## src/rtl/rec_tran.sv

```systemverilog
// rec_tran: serial frame receiver. Hunts for the 6-byte FAS on the incoming line, then
// deserializes the payload bytes. With ARQ enabled it waits for the downstream frame check
// and returns a start/result/stop acknowledgement on the ACK line.
module rec_tran #(
    parameter int unsigned FRAME_BYTES = 4165,
    parameter int unsigned BAUD_DIV    = 20,
    parameter int unsigned SAMPLE_PT   = 9
) (
    input  logic       i_clk,
    input  logic       i_rst,
    input  logic       i_sclk_en_16_x_baud,
    input  logic       i_otn_rx_data,
    output logic [7:0] o_frame_data,
    output logic       o_frame_data_valid,
    output logic       o_frame_data_fas,
    input  logic       i_frame_check_done,
    input  logic       i_frame_check_ok,
    output logic       o_otn_tx_ack,
    output logic       o_frame_lock,
    input  logic       i_arq_en
);

    // FAS bytes F6,F6,F6,28,28,28 received LSB first; first byte lands in bits [7:0].
    localparam logic [47:0] FAS_PATTERN = 48'h2828_28F6_F6F6;
    localparam logic [4:0]  BIT_LAST    = 5'(BAUD_DIV - 1);
    localparam logic [4:0]  SAMPLE_AT   = 5'(SAMPLE_PT);
    localparam logic [12:0] LAST_BYTE   = 13'(FRAME_BYTES - 7);

    typedef enum logic [2:0] {
        StHunt,
        StReceive,
        StCheckWait,
        StAckStart,
        StAckBit,
        StAckStop
    } state_e;

    state_e      r_state;
    state_e      w_state_next;

    logic        r_rx_meta;
    logic        r_rx_sync;
    logic        r_rx_last;
    logic [4:0]  r_rx_timer;
    logic [4:0]  r_tx_timer;
    logic [47:0] r_hunt_sr;
    logic [7:0]  r_byte_sr;
    logic [2:0]  r_bit_cnt;
    logic [12:0] r_byte_cnt;
    logic        r_ok;
    logic        r_ack;
    logic [7:0]  r_frame_data;
    logic        r_frame_valid;
    logic        r_frame_fas;

    logic        w_rx_edge;
    logic        w_sample;
    logic [47:0] w_hunt_shift;
    logic [7:0]  w_byte_shift;
    logic        w_fas_hit;
    logic        w_byte_done;
    logic        w_frame_end;
    logic        w_tx_wrap;
    logic        w_in_ack;
    logic        w_ack_next;

    assign w_rx_edge    = i_sclk_en_16_x_baud && (r_rx_sync != r_rx_last);
    assign w_sample     = i_sclk_en_16_x_baud && (r_rx_timer == SAMPLE_AT);
    assign w_hunt_shift = {r_rx_sync, r_hunt_sr[47:1]};
    assign w_byte_shift = {r_rx_sync, r_byte_sr[7:1]};
    assign w_fas_hit    = (r_state == StHunt) && w_sample && (w_hunt_shift == FAS_PATTERN);
    assign w_byte_done  = (r_state == StReceive) && w_sample && (r_bit_cnt == 3'd7);
    assign w_frame_end  = w_byte_done && (r_byte_cnt == LAST_BYTE);
    assign w_tx_wrap    = i_sclk_en_16_x_baud && (r_tx_timer == BIT_LAST);
    assign w_in_ack     = (r_state == StAckStart) || (r_state == StAckBit)
                          || (r_state == StAckStop);

    assign o_frame_data       = r_frame_data;
    assign o_frame_data_valid = r_frame_valid;
    assign o_frame_data_fas   = r_frame_fas;
    assign o_otn_tx_ack       = r_ack;
    assign o_frame_lock       = (r_state == StReceive);

    // Line synchronizer; r_rx_last is the synchronized bit as seen at the previous enable.
    always_ff @(posedge i_clk) begin
        if (i_rst) begin
            r_rx_meta <= 1'b0;
            r_rx_sync <= 1'b0;
            r_rx_last <= 1'b0;
        end else begin
            r_rx_meta <= i_otn_rx_data;
            r_rx_sync <= r_rx_meta;
            if (i_sclk_en_16_x_baud) begin
                r_rx_last <= r_rx_sync;
            end
        end
    end

    // Rx bit timer: free-running per bit, re-phased on every line transition.
    always_ff @(posedge i_clk) begin
        if (i_rst) begin
            r_rx_timer <= 5'd0;
        end else if (i_sclk_en_16_x_baud) begin
            if (w_rx_edge || (r_rx_timer == BIT_LAST)) begin
                r_rx_timer <= 5'd0;
            end else begin
                r_rx_timer <= r_rx_timer + 5'd1;
            end
        end
    end

    // Next-state and ACK line value for the state being entered.
    always_comb begin
        w_state_next = r_state;
        w_ack_next   = 1'b1;
        unique case (r_state)
            StHunt:      if (w_fas_hit) w_state_next = StReceive;
            StReceive:   if (w_frame_end) w_state_next = i_arq_en ? StCheckWait : StHunt;
            StCheckWait: if (i_frame_check_done) w_state_next = StAckStart;
            StAckStart:  if (w_tx_wrap) w_state_next = StAckBit;
            StAckBit:    if (w_tx_wrap) w_state_next = StAckStop;
            StAckStop:   if (w_tx_wrap) w_state_next = StHunt;
            default:     w_state_next = StHunt;
        endcase
        unique case (w_state_next)
            StAckStart: w_ack_next = 1'b0;
            StAckBit:   w_ack_next = r_ok;
            StAckStop:  w_ack_next = 1'b0;
            default:    w_ack_next = 1'b1;
        endcase
    end

    // State register, ACK line, check result latch and tx bit timer.
    always_ff @(posedge i_clk) begin
        if (i_rst) begin
            r_state    <= StHunt;
            r_ack      <= 1'b1;
            r_ok       <= 1'b0;
            r_tx_timer <= 5'd0;
        end else begin
            r_state <= w_state_next;
            r_ack   <= w_ack_next;
            if ((r_state == StCheckWait) && i_frame_check_done) begin
                r_ok <= i_frame_check_ok;
            end
            // Wrapping at BIT_LAST leaves the timer at 0 for each following ACK state.
            if (!w_in_ack) begin
                r_tx_timer <= 5'd0;
            end else if (i_sclk_en_16_x_baud) begin
                r_tx_timer <= w_tx_wrap ? 5'd0 : r_tx_timer + 5'd1;
            end
        end
    end

    // FAS hunt shift register; held clear outside HUNT so each hunt starts empty.
    always_ff @(posedge i_clk) begin
        if (i_rst) begin
            r_hunt_sr <= 48'd0;
        end else if (r_state != StHunt) begin
            r_hunt_sr <= 48'd0;
        end else if (w_sample) begin
            r_hunt_sr <= w_hunt_shift;
        end
    end

    // Payload deserializer with bit and byte counters, cleared outside RECEIVE.
    always_ff @(posedge i_clk) begin
        if (i_rst) begin
            r_byte_sr  <= 8'd0;
            r_bit_cnt  <= 3'd0;
            r_byte_cnt <= 13'd0;
        end else if (r_state != StReceive) begin
            r_byte_sr  <= 8'd0;
            r_bit_cnt  <= 3'd0;
            r_byte_cnt <= 13'd0;
        end else if (w_sample) begin
            r_byte_sr <= w_byte_shift;
            r_bit_cnt <= r_bit_cnt + 3'd1;
            if (w_byte_done) begin
                r_byte_cnt <= r_byte_cnt + 13'd1;
            end
        end
    end

    // Output byte and one-cycle strobes; the byte holds between strobes.
    always_ff @(posedge i_clk) begin
        if (i_rst) begin
            r_frame_data  <= 8'd0;
            r_frame_valid <= 1'b0;
            r_frame_fas   <= 1'b0;
        end else begin
            r_frame_valid <= w_byte_done;
            r_frame_fas   <= w_fas_hit;
            if (w_byte_done) begin
                r_frame_data <= w_byte_shift;
            end
        end
    end

endmodule

```

## config.mk

```make
export PLATFORM = sky130hd
export DESIGN_NAME = rec_tran
export DESIGN_NICKNAME = d
export VERILOG_FILES = /design/src/rtl/rec_tran.sv
export SDC_FILE = /design/constraint.sdc
export NUM_CORES = 1
export LEC_CHECK = 0
export ABC_CLOCK_PERIOD_IN_PS = 1600
export BUFFER_PORTS_ARGS = -buffer_cell sky130_fd_sc_hd__buf_2
export CORE_ASPECT_RATIO = 2
export CORE_UTILIZATION = 40
export CTS_BUF_LIST = sky130_fd_sc_hd__clkbuf_16
export DETAILED_ROUTE_END_ITERATION = 10
export PLACE_DENSITY = 0.7
export SLEW_MARGIN = 20
export SYNTH_ARGS = -nofsm -noshare
export SYNTH_HDL_FRONTEND = slang
export SYNTH_SLANG_ARGS = --single-unit
```

## constraint.sdc

```tcl
create_clock -name i_clk -period 1.6 [get_ports i_clk]
set_input_delay 0.08 -clock i_clk [delete_from_list [all_inputs] [get_ports i_clk]]
set_output_delay 0.08 -clock i_clk [all_outputs]
set_load 0.005 [all_outputs]
```

Word-level counts from Yosys, hierarchy flattened
Cells that the tools add are included.
W data, S select, Z words.
Storage, ports and cells
  bits in registers: 100
  output and inout bits: 12
  word-level logic and storage cells: 66
Cells by class
  add/sub/neg operators: 4
  equal/unequal tests: 16
  muxes and demuxes: 11
  bitwise logic cells: 1
  reduce and logical (&&, ||, !) cells: 19
Operator list (count)
  $eq A48 B46 Y1 const B: 1
  $mux W3: 6
  $pmux W3 S6: 1
  $eq A3 B3 Y1 const B: 5
  $add A13 B1 Y13 const B: 1
  $eq A13 B13 Y1 const B: 1
  $add A5 B1 Y5 const B: 2
  $eq A5 B5 Y1 const B: 2
  $mux W5: 2
  $eq A3 B2 Y1 const B: 3
  $logic_and A1 B1 Y1: 9
  $reduce_or A2 Y1: 4
  $eq A5 B4 Y1 const B: 1
  $add A3 B1 Y3 const B: 1
  $eq A3 B1 Y1 const B: 1
  $logic_not A3 Y1: 1
  $logic_or A1 B1 Y1: 3
  $ne A3 B1 Y1 const B: 1
  $reduce_bool A3 Y1: 1
  $mux W2: 1
  $pmux W1 S2: 1
  $reduce_and A2 Y1: 1
  $ne A1 B1 Y1: 1
  $not A1 Y1: 1

Logic depth before layout (Yosys ltp)
  depth after elaboration: 10
  gate-level depth with buffers: 8
  depth with buffers taken out: 7

Worst setup path after synthesis
No wires, ideal clock.
  path type: reg-to-reg
  from: register r_hunt_sr[12]
  to: register r_ack, in the netlist o_otn_tx_ack
  arrival time: 1.633 ns
  path slack: -0.159 ns
  cell stages (with the launch flop): 6
  path buffers: 0
  cell sequence: dfxtp_1 > nand4b_1 > or4_1 > or4_4 > nand3_1 > o22ai_1
On the way
  word-level cells in the longest chain between the ends: 7
  elaborated cells between the ends (all ways): 9
  those cells by class: eq/ne (4); mux (3); reduce/logical (2)
Ends and longest elaborated chain
  start, declared: RTL line 46  | logic [47:0] r_hunt_sr;
  start signal, assigned: RTL line 162  | r_hunt_sr <= w_hunt_shift;
  $eq A48 B46 Y1 (*): RTL line 71  | assign w_fas_hit = (r_state == StHunt) && w_sample && (w_hunt_shift == FAS_PATTERN);
  $logic_and A1 B1 Y1 (*): RTL line 71
  $mux W3 (*): RTL line 117  | StHunt: if (w_fas_hit) w_state_next = StReceive;
  $pmux W3 S6 (*): RTL line 116  | unique case (r_state)
  $eq A3 B3 Y1 or $eq A3 B2 Y1 (tied branches): RTL line 125  | unique case (w_state_next)
  $reduce_or A2 Y1 (no line)
  $pmux W1 S2 (*): RTL line 125
  end signal, assigned: RTL line 142  | r_ack <= w_ack_next;
  end, declared: RTL line 51  | logic r_ack;
Mark *: on every way between the ends. The rest lies on a longest branch, timed or not.
A chain may end at the register's enable or synchronous reset.

Final worst setup path
Same ends and word-level chain as after synthesis.

==> qor.yml <==
detailed_routing:
  remaining_drc_errors: 0
  wl_per_cell_um: 12.9
  viasPerCell: 5.07
  drt_iter0_markers: 143
  wirelength_um: 8650
  ant_nets: 0
  vias: 3395
  firstDrtPassIters: 4
placement:
  dpl.hpwl_um: 5980
  dp_cells: 650
  io_buffers: 18
  pre_cts_ws_ns: -0.195
  gp_congestion: 0.806
grt:
  grt_pass1_vias: 3211
  grt_pass1_wl_um: 14200
  overflow: 0
  grt_max_degree: 48
  track_usage_pct: 17.7
  antenna_found_initial: 0
finish:
  multiInputGateArea_sq_mm: 0.00195
  fin_util_pct: 53.5
  fin_cells: 669
  seq_area_sq_mm: 0.00196
  nets: 549
  antennaDiodeCount: 0
  fill_cells: 820
  area_growth_pct: 29.0
  layout-drive-gt1-share_pct: 23.7
yosys:
  synth_ff_type: "dfxtp_1"
  netlist_instances: 460
  synth_top_cell_by_area: "dfxtp_1"
  synth_edf_count: 0
  synth_cell_types: 43
  synth_common_cells: "118 x nand2_1, 98 x dfxtp_1, 62 x a21oi_1"
  yosysMostFrequentCell: "nand2_1"
  synth_top_cell_area_share_pct: 50.1
  avgSynthCellArea_sq_um: 8.51
  ys_ff_latch: 98
  ys_seq_area_share_pct: 50.1
  synthesis.area_sq_mm: 0.00392
  yosys_warnings: 0
  async_flop_share_pct: 0
  synth.area.top_cells: "dfxtp_1 50%, nand2_1 11%, a21oi_1 7.9%, mux2i_1 3.3%, nor2_1 3.3%"
  syn-num-nets: 474
worst_setup_path:
  cp-end-kind: "flop"
  max_stage_delay_ns: 0.51
  crit_arrival_ns: 1.96
  r2r_slack_ns: -0.15
  critical_path_class: "reg2reg"
  critPathBufInv: 0
  cp.required_ns: 1.81
  cpLargestDelayFamily: "simple AND/OR/NAND/NOR gates"
  crit_chain: "nand4b_1 > or4_1 > or4_4 > nand3_2 > o22ai_1"
  startpoint_type: "flop"
  crit_slowest_cell: "or4_1"
  cp_max_fo: 3
clocking:
  path_clk_slew_ns: 0.06
  cts_made_buffers: 9
  cts_max_level: 3
  clk_path_buf_depth: 2
  cts_sinks: 98
  root_buffer: "clkbuf_16"
  insertion_delay_ns: 0.34
  cts_tree: "built"
timing:
  post-route-period-util_pct: 109
  setup_viol: 75
  fin_skew_ns: 0.00825
  fin_hold_ws_ns: 0.0625
  rsz0062_at_grt: "true"
  worst_slack_ns: -0.145
  slew-limit-headroom_pct: 78.1
  period_needed_ns: 1.75
  finalHoldViolCount: 0
  tightest_slew_ns: 0.324
  max_freq_mhz: 573
  setup_tns_ns: -1.90
  slew_violations: 0
run_status:
  violations: "setup timing"
  outcome: "complete, but fails checks"
die:
  dieHeight_um: 142
  pin_count: 19
  core_area_sq_mm: 0.00945
  die-area_sq_mm: 0.0102
  initial_core_util_pct: 41.4
  die_w_um: 72.0
  rows: 50
power_and_ir_drop:
  power_leakage_nw: 1.92
  powerDensity_mw_per_mm2: 873
  peakVddDrop_uv: 458
flow_run:
  drv_cap: 0
worst_hold_path:
  hold_class: "in2reg"
[worst paths after layout]
check | endpoint | from | depth (start not counted)
setup reg to reg | o_otn_tx_ack | r_hunt_sr[12] | 5
setup / recovery | o_otn_tx_ack | r_hunt_sr[12] | 5
hold reg to reg | r_rx_sync | r_rx_meta | 1
hold / removal | r_ok | i_frame_check_ok | 3
[stage by stage]
| step | instance area [sq um] | power [mW] |
|---|---|---|
| 2_1_floorplan | 3940 | 2.56 |
| 3_3_place_gp | 4620 | 2.60 |
| 3_5_place_dp | 4620 | 2.60 |
| 4_1_cts | 4990 | 4.45 |
| 5_1_grt | 5050 | 4.56 |
| 6_report | 5050 | 4.41 |
[per-layer routing]
layer	up-vias	track usage [%]	part of all wire, %	wire (um)
met5	-	0	0	0
met4	0	9.18	3.0	257
met3	19	3.13	2.2	193
met2	47	33.8	55	4800
met1	1615	17.6	39	3400
li1	1714	-	-	-
[cells in the final DEF (no fill, tap or decap), types with 9 or more instances in the layout]
| master | Yosys | final |
|---|---|---|
| nand2_1 | 118 | 118 |
| xor2_1 | 9 | 9 |
| buf_2 | 2 | 18 |
| buf_4 | 1 | 61 |
| nand4_1 | 10 | 10 |
| nor2_1 | 34 | 33 |
| a21oi_1 | 62 | 61 |
| dfxtp_1 | 98 | 96 |
| mux2i_1 | 13 | 12 |
| clkbuf_16 | 0 | 9 |
[flip-flops by register name, summed over array words and instances, names as in the netlist, 3 cells and up]
| name | cells |
|---|---|
| r_hunt_sr | 47 |
| r_bit_cnt | 3 |
| r_byte_cnt | 13 |
| r_tx_timer | 5 |
| r_state | 3 |
| o_frame_data | 8 |
| r_byte_sr | 7 |
| r_rx_timer | 5 |
[area by class of cell]
class | instances | area share, %
inverters | 5 | 0.372
well taps | 130 | 3.22
flip-flops and latches | 98 | 38.9
repair buffers | 89 | 13.8
clock inverters | 6 | 0.545
multi-input cells | 332 | 38.7
clock buffers | 9 | 4.46
[where the power goes]
part	switching [mW]	internal, mW
registers	0.00660	2.45
logic	0.0584	0.0404
clock network	0.834	1.02
total	0.899	3.51
[tightest hold or removal path, cell delays in order]
cell     delay, ns
buf_2         0.10
mux2i_1       0.07
nor2_1        0.10
[cell families after synthesis]
logic type	after synthesis	share of synthesized area (%)
compound gates	76	10.5
simple gates	220	27.2
xor+xnor	16	3.58
flops	98	50.1
buf+inv	30	3.04
fa+ha+maj	7	2.24
mux	13	3.32
[timing repair]
action                                  4_1_cts  5_1_grt
buffers inserted                              2        0
endpoints found under the setup margin       24       82
pin swaps                                    11        4
hold buffers                                  1        0
resized for setup                            22       13
endpoints found under the hold margin         1        0
gates cloned                                  1        0
Power figures use the tool's default switching activity.
